`src/rtl/switch_pio_pkg.sv`:
```
// switch_pio_pkg: register map, edge-type codes and a counter sizing helper
// shared by the switch_pio block.
package switch_pio_pkg;

    localparam logic [1:0] ADDR_DATA    = 2'd0;
    localparam logic [1:0] ADDR_IRQMASK = 2'd2;
    localparam logic [1:0] ADDR_EDGECAP = 2'd3;

    localparam int unsigned EDGE_RISING  = 0;
    localparam int unsigned EDGE_FALLING = 1;
    localparam int unsigned EDGE_ANY     = 2;

    // Ceiling log2, used to size the per-bit debounce counters
    function automatic int unsigned clog2(input int unsigned value);
        int unsigned result;
        result = 0;
        for (int i = 0; i < 32; i++) begin
            if ((64'd1 << i) < 64'(value)) begin
                result = 32'(i + 1);
            end
        end
        return result;
    endfunction

endpackage

```
`src/rtl/switch_pio_if.sv`:
```
// switch_pio_if: Avalon-MM slave bus plus interrupt line of the switch PIO.
interface switch_pio_if #(
    parameter int unsigned WIDTH = 4
);
    logic [1:0]       address;
    logic             chipselect;
    logic             write_n;
    logic [WIDTH-1:0] writedata;
    logic [WIDTH-1:0] readdata;
    logic             irq;

    modport master (
        output address, chipselect, write_n, writedata,
        input  readdata, irq
    );

    modport slave (
        input  address, chipselect, write_n, writedata,
        output readdata, irq
    );
endinterface

```
`src/rtl/switch_debounce.sv`:
```
// switch_debounce: one input bit - 2-flop synchroniser followed by an
// optional consecutive-cycle debouncer (enabled by SWITCH_PIO_DEBOUNCE_EN).
module switch_debounce
    import switch_pio_pkg::*;
#(
    parameter int unsigned DEBOUNCE_CYCLES = 16
) (
    input  logic clk,
    input  logic reset,
    input  logic raw,
    output logic stable
);

    logic s1;
    logic s2;

    // Two-flop synchroniser for the asynchronous switch input
    always_ff @(posedge clk) begin
        if (reset) begin
            s1 <= 1'b0;
            s2 <= 1'b0;
        end else begin
            s1 <= raw;
            s2 <= s1;
        end
    end

`ifdef SWITCH_PIO_DEBOUNCE_EN
    localparam int unsigned       CNT_W    = clog2(DEBOUNCE_CYCLES + 1);
    localparam logic [CNT_W-1:0]  CNT_LAST = CNT_W'(DEBOUNCE_CYCLES - 1);

    logic [CNT_W-1:0] cnt;

    // Accept s2 only after it has disagreed with stable for DEBOUNCE_CYCLES cycles
    always_ff @(posedge clk) begin
        if (reset) begin
            cnt    <= '0;
            stable <= 1'b0;
        end else if (s2 == stable) begin
            cnt    <= '0;
        end else if (cnt == CNT_LAST) begin
            cnt    <= '0;
            stable <= s2;
        end else begin
            cnt    <= cnt + CNT_W'(1);
        end
    end
`else
    assign stable = s2;
`endif

endmodule

```
`src/rtl/switch_pio.sv`:
```
// switch_pio: Avalon-MM slave input port for front-panel switches/buttons.
// Per-bit sync + debounce, sticky edge capture (W1C), maskable level irq.
// Build option: define SWITCH_PIO_DEBOUNCE_EN to insert the debouncers;
// otherwise the synchronised input feeds edge detection directly.
module switch_pio
    import switch_pio_pkg::*;
#(
    parameter int unsigned WIDTH           = 4,
    parameter int unsigned DEBOUNCE_CYCLES = 16,
    parameter int unsigned EDGE_TYPE       = 0
) (
    input  logic             clk,
    input  logic             reset,
    input  logic [WIDTH-1:0] in_port,
    switch_pio_if.slave      bus
);

    logic [WIDTH-1:0] stable;
    logic [WIDTH-1:0] stable_d;
    logic [WIDTH-1:0] edge_hit;
    logic [WIDTH-1:0] irq_mask;
    logic [WIDTH-1:0] edge_cap;
    logic [WIDTH-1:0] w1c_clr;
    logic             wr_en;

    for (genvar i = 0; i < int'(WIDTH); i++) begin : g_bit
        switch_debounce #(
            .DEBOUNCE_CYCLES (DEBOUNCE_CYCLES)
        ) u_debounce (
            .clk    (clk),
            .reset  (reset),
            .raw    (in_port[i]),
            .stable (stable[i])
        );
    end

    assign wr_en = bus.chipselect & ~bus.write_n;

    // Edge selection on the debounced state versus its one-cycle delay
    always_comb begin
        edge_hit = stable & ~stable_d;
        if (EDGE_TYPE == EDGE_FALLING) begin
            edge_hit = ~stable & stable_d;
        end else if (EDGE_TYPE == EDGE_ANY) begin
            edge_hit = stable ^ stable_d;
        end
    end

    // Clear mask for EDGECAP write-one-to-clear
    always_comb begin
        w1c_clr = '0;
        if (wr_en && (bus.address == ADDR_EDGECAP)) begin
            w1c_clr = bus.writedata;
        end
    end

    // Control/status registers, read mux and interrupt; new edges win over W1C
    always_ff @(posedge clk) begin
        if (reset) begin
            stable_d     <= '0;
            irq_mask     <= '0;
            edge_cap     <= '0;
            bus.readdata <= '0;
            bus.irq      <= 1'b0;
        end else begin
            stable_d <= stable;
            edge_cap <= (edge_cap & ~w1c_clr) | edge_hit;
            if (wr_en && (bus.address == ADDR_IRQMASK)) begin
                irq_mask <= bus.writedata;
            end
            case (bus.address)
                ADDR_DATA:    bus.readdata <= stable;
                ADDR_IRQMASK: bus.readdata <= irq_mask;
                ADDR_EDGECAP: bus.readdata <= edge_cap;
                default:      bus.readdata <= '0;
            endcase
            bus.irq <= |(edge_cap & irq_mask);
        end
    end

endmodule

```
`src/flat_wrapper.sv`:
```
// flat-port wrapper written by rule: the top's interface ports become plain ports
module switch_pio_flat import switch_pio_pkg::*;
#(
    parameter int unsigned WIDTH           = 4,
    parameter int unsigned DEBOUNCE_CYCLES = 16,
    parameter int unsigned EDGE_TYPE       = 0
)
  (clk, reset, in_port, bus_address, bus_chipselect, bus_write_n, bus_writedata, bus_readdata, bus_irq);
  switch_pio_if #(.WIDTH(WIDTH)) bus_i ();
  input  logic clk;
  input  logic reset;
  input  logic [WIDTH-1:0] in_port;
  input wire logic [$bits(bus_i.address)-1:0] bus_address;
  input wire logic [$bits(bus_i.chipselect)-1:0] bus_chipselect;
  input wire logic [$bits(bus_i.write_n)-1:0] bus_write_n;
  input wire logic [$bits(bus_i.writedata)-1:0] bus_writedata;
  output wire logic [$bits(bus_i.readdata)-1:0] bus_readdata;
  output wire logic [$bits(bus_i.irq)-1:0] bus_irq;
  assign bus_i.address = bus_address;
  assign bus_i.chipselect = bus_chipselect;
  assign bus_i.write_n = bus_write_n;
  assign bus_i.writedata = bus_writedata;
  assign bus_readdata = bus_i.readdata;
  assign bus_irq = bus_i.irq;
  switch_pio #(.WIDTH(WIDTH), .DEBOUNCE_CYCLES(DEBOUNCE_CYCLES), .EDGE_TYPE(EDGE_TYPE)) u_core (.clk(clk), .reset(reset), .in_port(in_port), .bus(bus_i));
endmodule
```
`config.mk`:
```
export PLATFORM = sky130hd
export DESIGN_NAME = switch_pio_flat
export DESIGN_NICKNAME = d
export VERILOG_FILES = /design/src/rtl/switch_pio_pkg.sv /design/src/rtl/switch_pio_if.sv /design/src/rtl/switch_debounce.sv /design/src/rtl/switch_pio.sv /design/src/flat_wrapper.sv
export SDC_FILE = /design/constraint.sdc
export NUM_CORES = 1
export LEC_CHECK = 0
export CORE_UTILIZATION = 30
export CTS_BUF_LIST = sky130_fd_sc_hd__clkbuf_8
export CTS_CLUSTER_SIZE = 8
export DETAILED_ROUTE_END_ITERATION = 12
export DONT_BUFFER_PORTS = 1
export GPL_TIMING_DRIVEN = 0
export PLACE_DENSITY = 0.45
export SLEW_MARGIN = 20
export SYNTH_ARGS = -nofsm -noshare
export SYNTH_HDL_FRONTEND = slang
export SYNTH_SLANG_ARGS = --single-unit
```
`constraint.sdc`:
```
create_clock -name clk -period 1.6 [get_ports clk]
set_input_delay 0.32 -clock clk [delete_from_list [all_inputs] [get_ports clk]]
set_output_delay 0.32 -clock clk [all_outputs]
set_load 0.01 [all_outputs]
```
==> key figures <==
Timing
  • Setup repair after global routing missed its margin: no
  • Setup violations, final: 0
  • Worst rel slew slack: 70.4%
  • Hold Vio Cnt, Final: 0
  • Worst clock skew on the final layout: 0.00233 ns
  • Setup TNS: 0 ns
  • Post-route worst hold slack: 0.125 ns
  • Post-route minimum period: approximately 1 ns
  • F_max: 980 MHz
  • Final Max Tran Viols: 0
  • Pin slew with the least headroom to its limit: about 0.44 ns
  • Setup slack after layout: between 0.5 and 0.6 ns
  • Final cycle utilization of the critical path: between 60% and 70%

Setup path
  • CP Data Arrival Time: 1.17 ns
  • Top delay family on crit path: buffers and inverters
  • Type of destination of the critical path: flip-flop
  • Cell count along the critical path: 5
  • Critical Path Source Type: input port
  • Worst Reg-to-Reg Cells: 3
  • Buffer and inverter count on the worst path: 2
  • Worst Setup Path Type: input port to flip-flop
  • Critical path, cell by cell: buf_2 > nor4bb_1 > buf_4 > mux2i_1 > nor2_1
  • Required time at the endpoint of the critical path: 1.74 ns
  • Crit-path max cell delay: 0.23 ns
  • Critical path's slowest cell: nor4bb_1
  • Max FO, Critical Path: 10

Floorplanning
  • CORE AREA: 2760 um2
  • Rows: 19
  • Die Outline Area: 3120 um2
  • Starting Density: 31.6%
  • Height of the die: roughly 56 um
  • Ports placed on the boundary: 19
  • Chip Width: 55.9 um

Drt
  • WL/cell: 13.5 um
  • Post-DRT Antenna Nets: 0
  • Drc violations: 0
  • Number of detailed-route iterations in the first pass: 4
  • Average vias per placed instance: 4.85
  • Via count of the routed design: ~560
  • Violation count after the first detailed-routing iteration: 13
  • Wire length reported by the detailed router: roughly 1600 um

GRT
  • Number of antenna violations at the first check in global routing: 0
  • Wire length of the first global-routing pass: 2790 um
  • Number of global-route vias before repair: 576
  • Global route total overflow: 0
  • Global-route total usage across every layer: 11.9%
  • Largest net degree at the start of global routing: 15

Power and ir drop
  • Cell Pwr Density: between 1000 and 1500 nW/um2
  • Design Power: about 1.1 mW
  • VDD IR max: 0.746 mV
  • Pleak: 0.362 nW

Hold path
  • Cell count of the worst hold path: 1
  • Worst min-delay path class: input port to flip-flop

Yosys
  • Total of warnings raised by yosys: 0
  • Avg Inst Size Synth: 10.8 um2
  • Share of cell area taken by muxes after synthesis: 9.34%
  • Xor-xnor portion of the synthesized cell area: 0%
  • Largest family of logic cells by synthesized area: compound AO/OA/AOI/OAI gates
  • Unique masters post-synth: 16
  • Adder and majority gate portion of the synthesized area: 0%
  • Post-synthesis compound-gate area fraction: 13.8%
  • Total nets after synthesis: 95
  • Post-Syn Area: 871 um2
  • Total of flip-flops plus latches after synthesis: 25
  • Syn Inst Count: 81
  • Synthesized-area fraction occupied by and/or/nand/nor cells: 13.6%
  • Post-synthesis sequential area ratio: 57.5%

Placed design
  • HPWL after detailed placement: roughly 1100 um
  • Area post-placement: 910 um2
  • Port buffer count: 0
  • Instance count after placement with tap cells included: 112
  • Placement Setup Slack: between 0.2 and 0.3 ns
  • Gpl congestion: about 0.73

Clocking
  • Hold buffer count at cts: 0
  • Clock tree from TritonCTS: yes
  • Post-CTS Setup Repair Bufs: 0
  • Sink Count: 25
  • Count of H-tree levels built during CTS: 1
  • Num CTS Buffers: 3
  • Clock slew at reported path FFs: 0.08 ns
  • Clock latency on the worst-skew pair: 0.26 ns
  • Number of gates resized after CTS: 0
  • Number of buffers on the longest clock path: 2
  • Root buffer cell: clkbuf_8

Cells and area
  • Area growth from synthesis to final layout: 9.77%
  • Share of the core filled with cells in the final layout: 34.7%
  • Diode count: 0
  • Final Instance Area: 956 um2
  • Number of inserted filler cells in the final layout: 296
  • Share of post-route cells with drive strength above 1: 10.6%
  • Fin nets: 100
  • Post-layout instance count excluding filler cells: 116

Outcome
  • Status: finished clean

Run
  • Number of violations of the max-capacitance limit: 0
-- worst paths after layout --
path	start	to	slack (ns)
worst min register to register	u_core.g_bit[1].u_debounce.s1	u_core.g_bit[1].u_debounce.stable	0.44
worst max register to register	u_core.irq_mask[1]	u_core.bus.readdata[1]	0.65
worst max-delay path	bus_address[1]	u_core.irq_mask[3]	0.58
worst min-delay path	reset	u_core.stable_d[2]	0.12
-- where the power goes --
| part | internal, mW | total [mW] | switching, mW |
|---|---|---|---|
| Combinational | 0.0301 | 0.0597 | 0.0296 |
| Sequential | 0.646 | 0.660 | 0.0135 |
| Clock | 0.174 | 0.366 | 0.192 |
| Total | 0.850 | 1.09 | 0.235 |
-- cell type report --
cell class / instances / area, um2 / area share (%)
Sequential cell: 25 / 500 / 52.4
Buffer: 5 / 31.3 / 3.27
Multi-Input combinational cell: 46 / 320 / 33.5
Clock inverter: 1 / 5.00 / 0.524
Clock buffer: 3 / 41.3 / 4.32
Tap cell: 31 / 38.8 / 4.06
Inverter: 5 / 18.8 / 1.96
-- cell usage after synthesis, drive strengths merged --
master / n / share of area [%]
clkbuf: 2 / 0.86
nor2b: 12 / 8.6
nor2: 6 / 2.6
inv: 5 / 2.2
mux2: 1 / 1.3
a22oi: 3 / 2.6
dfxtp: 25 / 57
mux2i: 7 / 8.0
nor4bb: 1 / 1.1
buf: 3 / 2.7
and4b: 1 / 1.3
a211oi: 3 / 2.6
a21oi: 8 / 4.6
a22o: 4 / 4.0
-- placed cells by master (no fill, tap or decap) --
| cell | count |
|---|---|
| clkinv_2 | 1 |
| a22o_1 | 4 |
| buf_2 | 1 |
| a22oi_1 | 3 |
| buf_6 | 1 |
| mux2i_1 | 7 |
| nor4bb_1 | 1 |
| nor2_1 | 6 |
| mux2_2 | 1 |
| inv_1 | 5 |
| clkbuf_1 | 2 |
| nor2b_1 | 12 |
| a21oi_1 | 8 |
| dfxtp_1 | 25 |
| a211oi_1 | 3 |
| buf_4 | 1 |
| clkbuf_8 | 3 |
| and4b_2 | 1 |
-- metal layers --
| metal | vias up | GRT usage (%) | wire length (um) |
|---|---|---|---|
| met4 | 0 | 3.14 | 20 |
| li1 | 283 | - | - |
| met5 | - | 0 | 0 |
| met1 | 256 | 15.3 | 718 |
| met2 | 20 | 17.7 | 706 |
| met3 | 4 | 6.05 | 121 |
-- state kept, by name, indices dropped and copies added (netlist names) --
signal                          count
u_core.bus.irq                      1
u_core.bus.readdata                 4
u_core.edge_cap                     4
u_core.g_bit.u_debounce.s1          4
u_core.g_bit.u_debounce.stable      4
u_core.irq_mask                     4
u_core.stable_d                     4
-- logic make-up (layout without fill, tap and decap cells) --
logic type,Yosys count,after routing
DFF,25,25
muxes,8,8
AOI/OAI and AO/OA,18,18
buffers and inverters,10,14
and+or+nand+nor,20,20
Power figures use the tool's default switching activity.
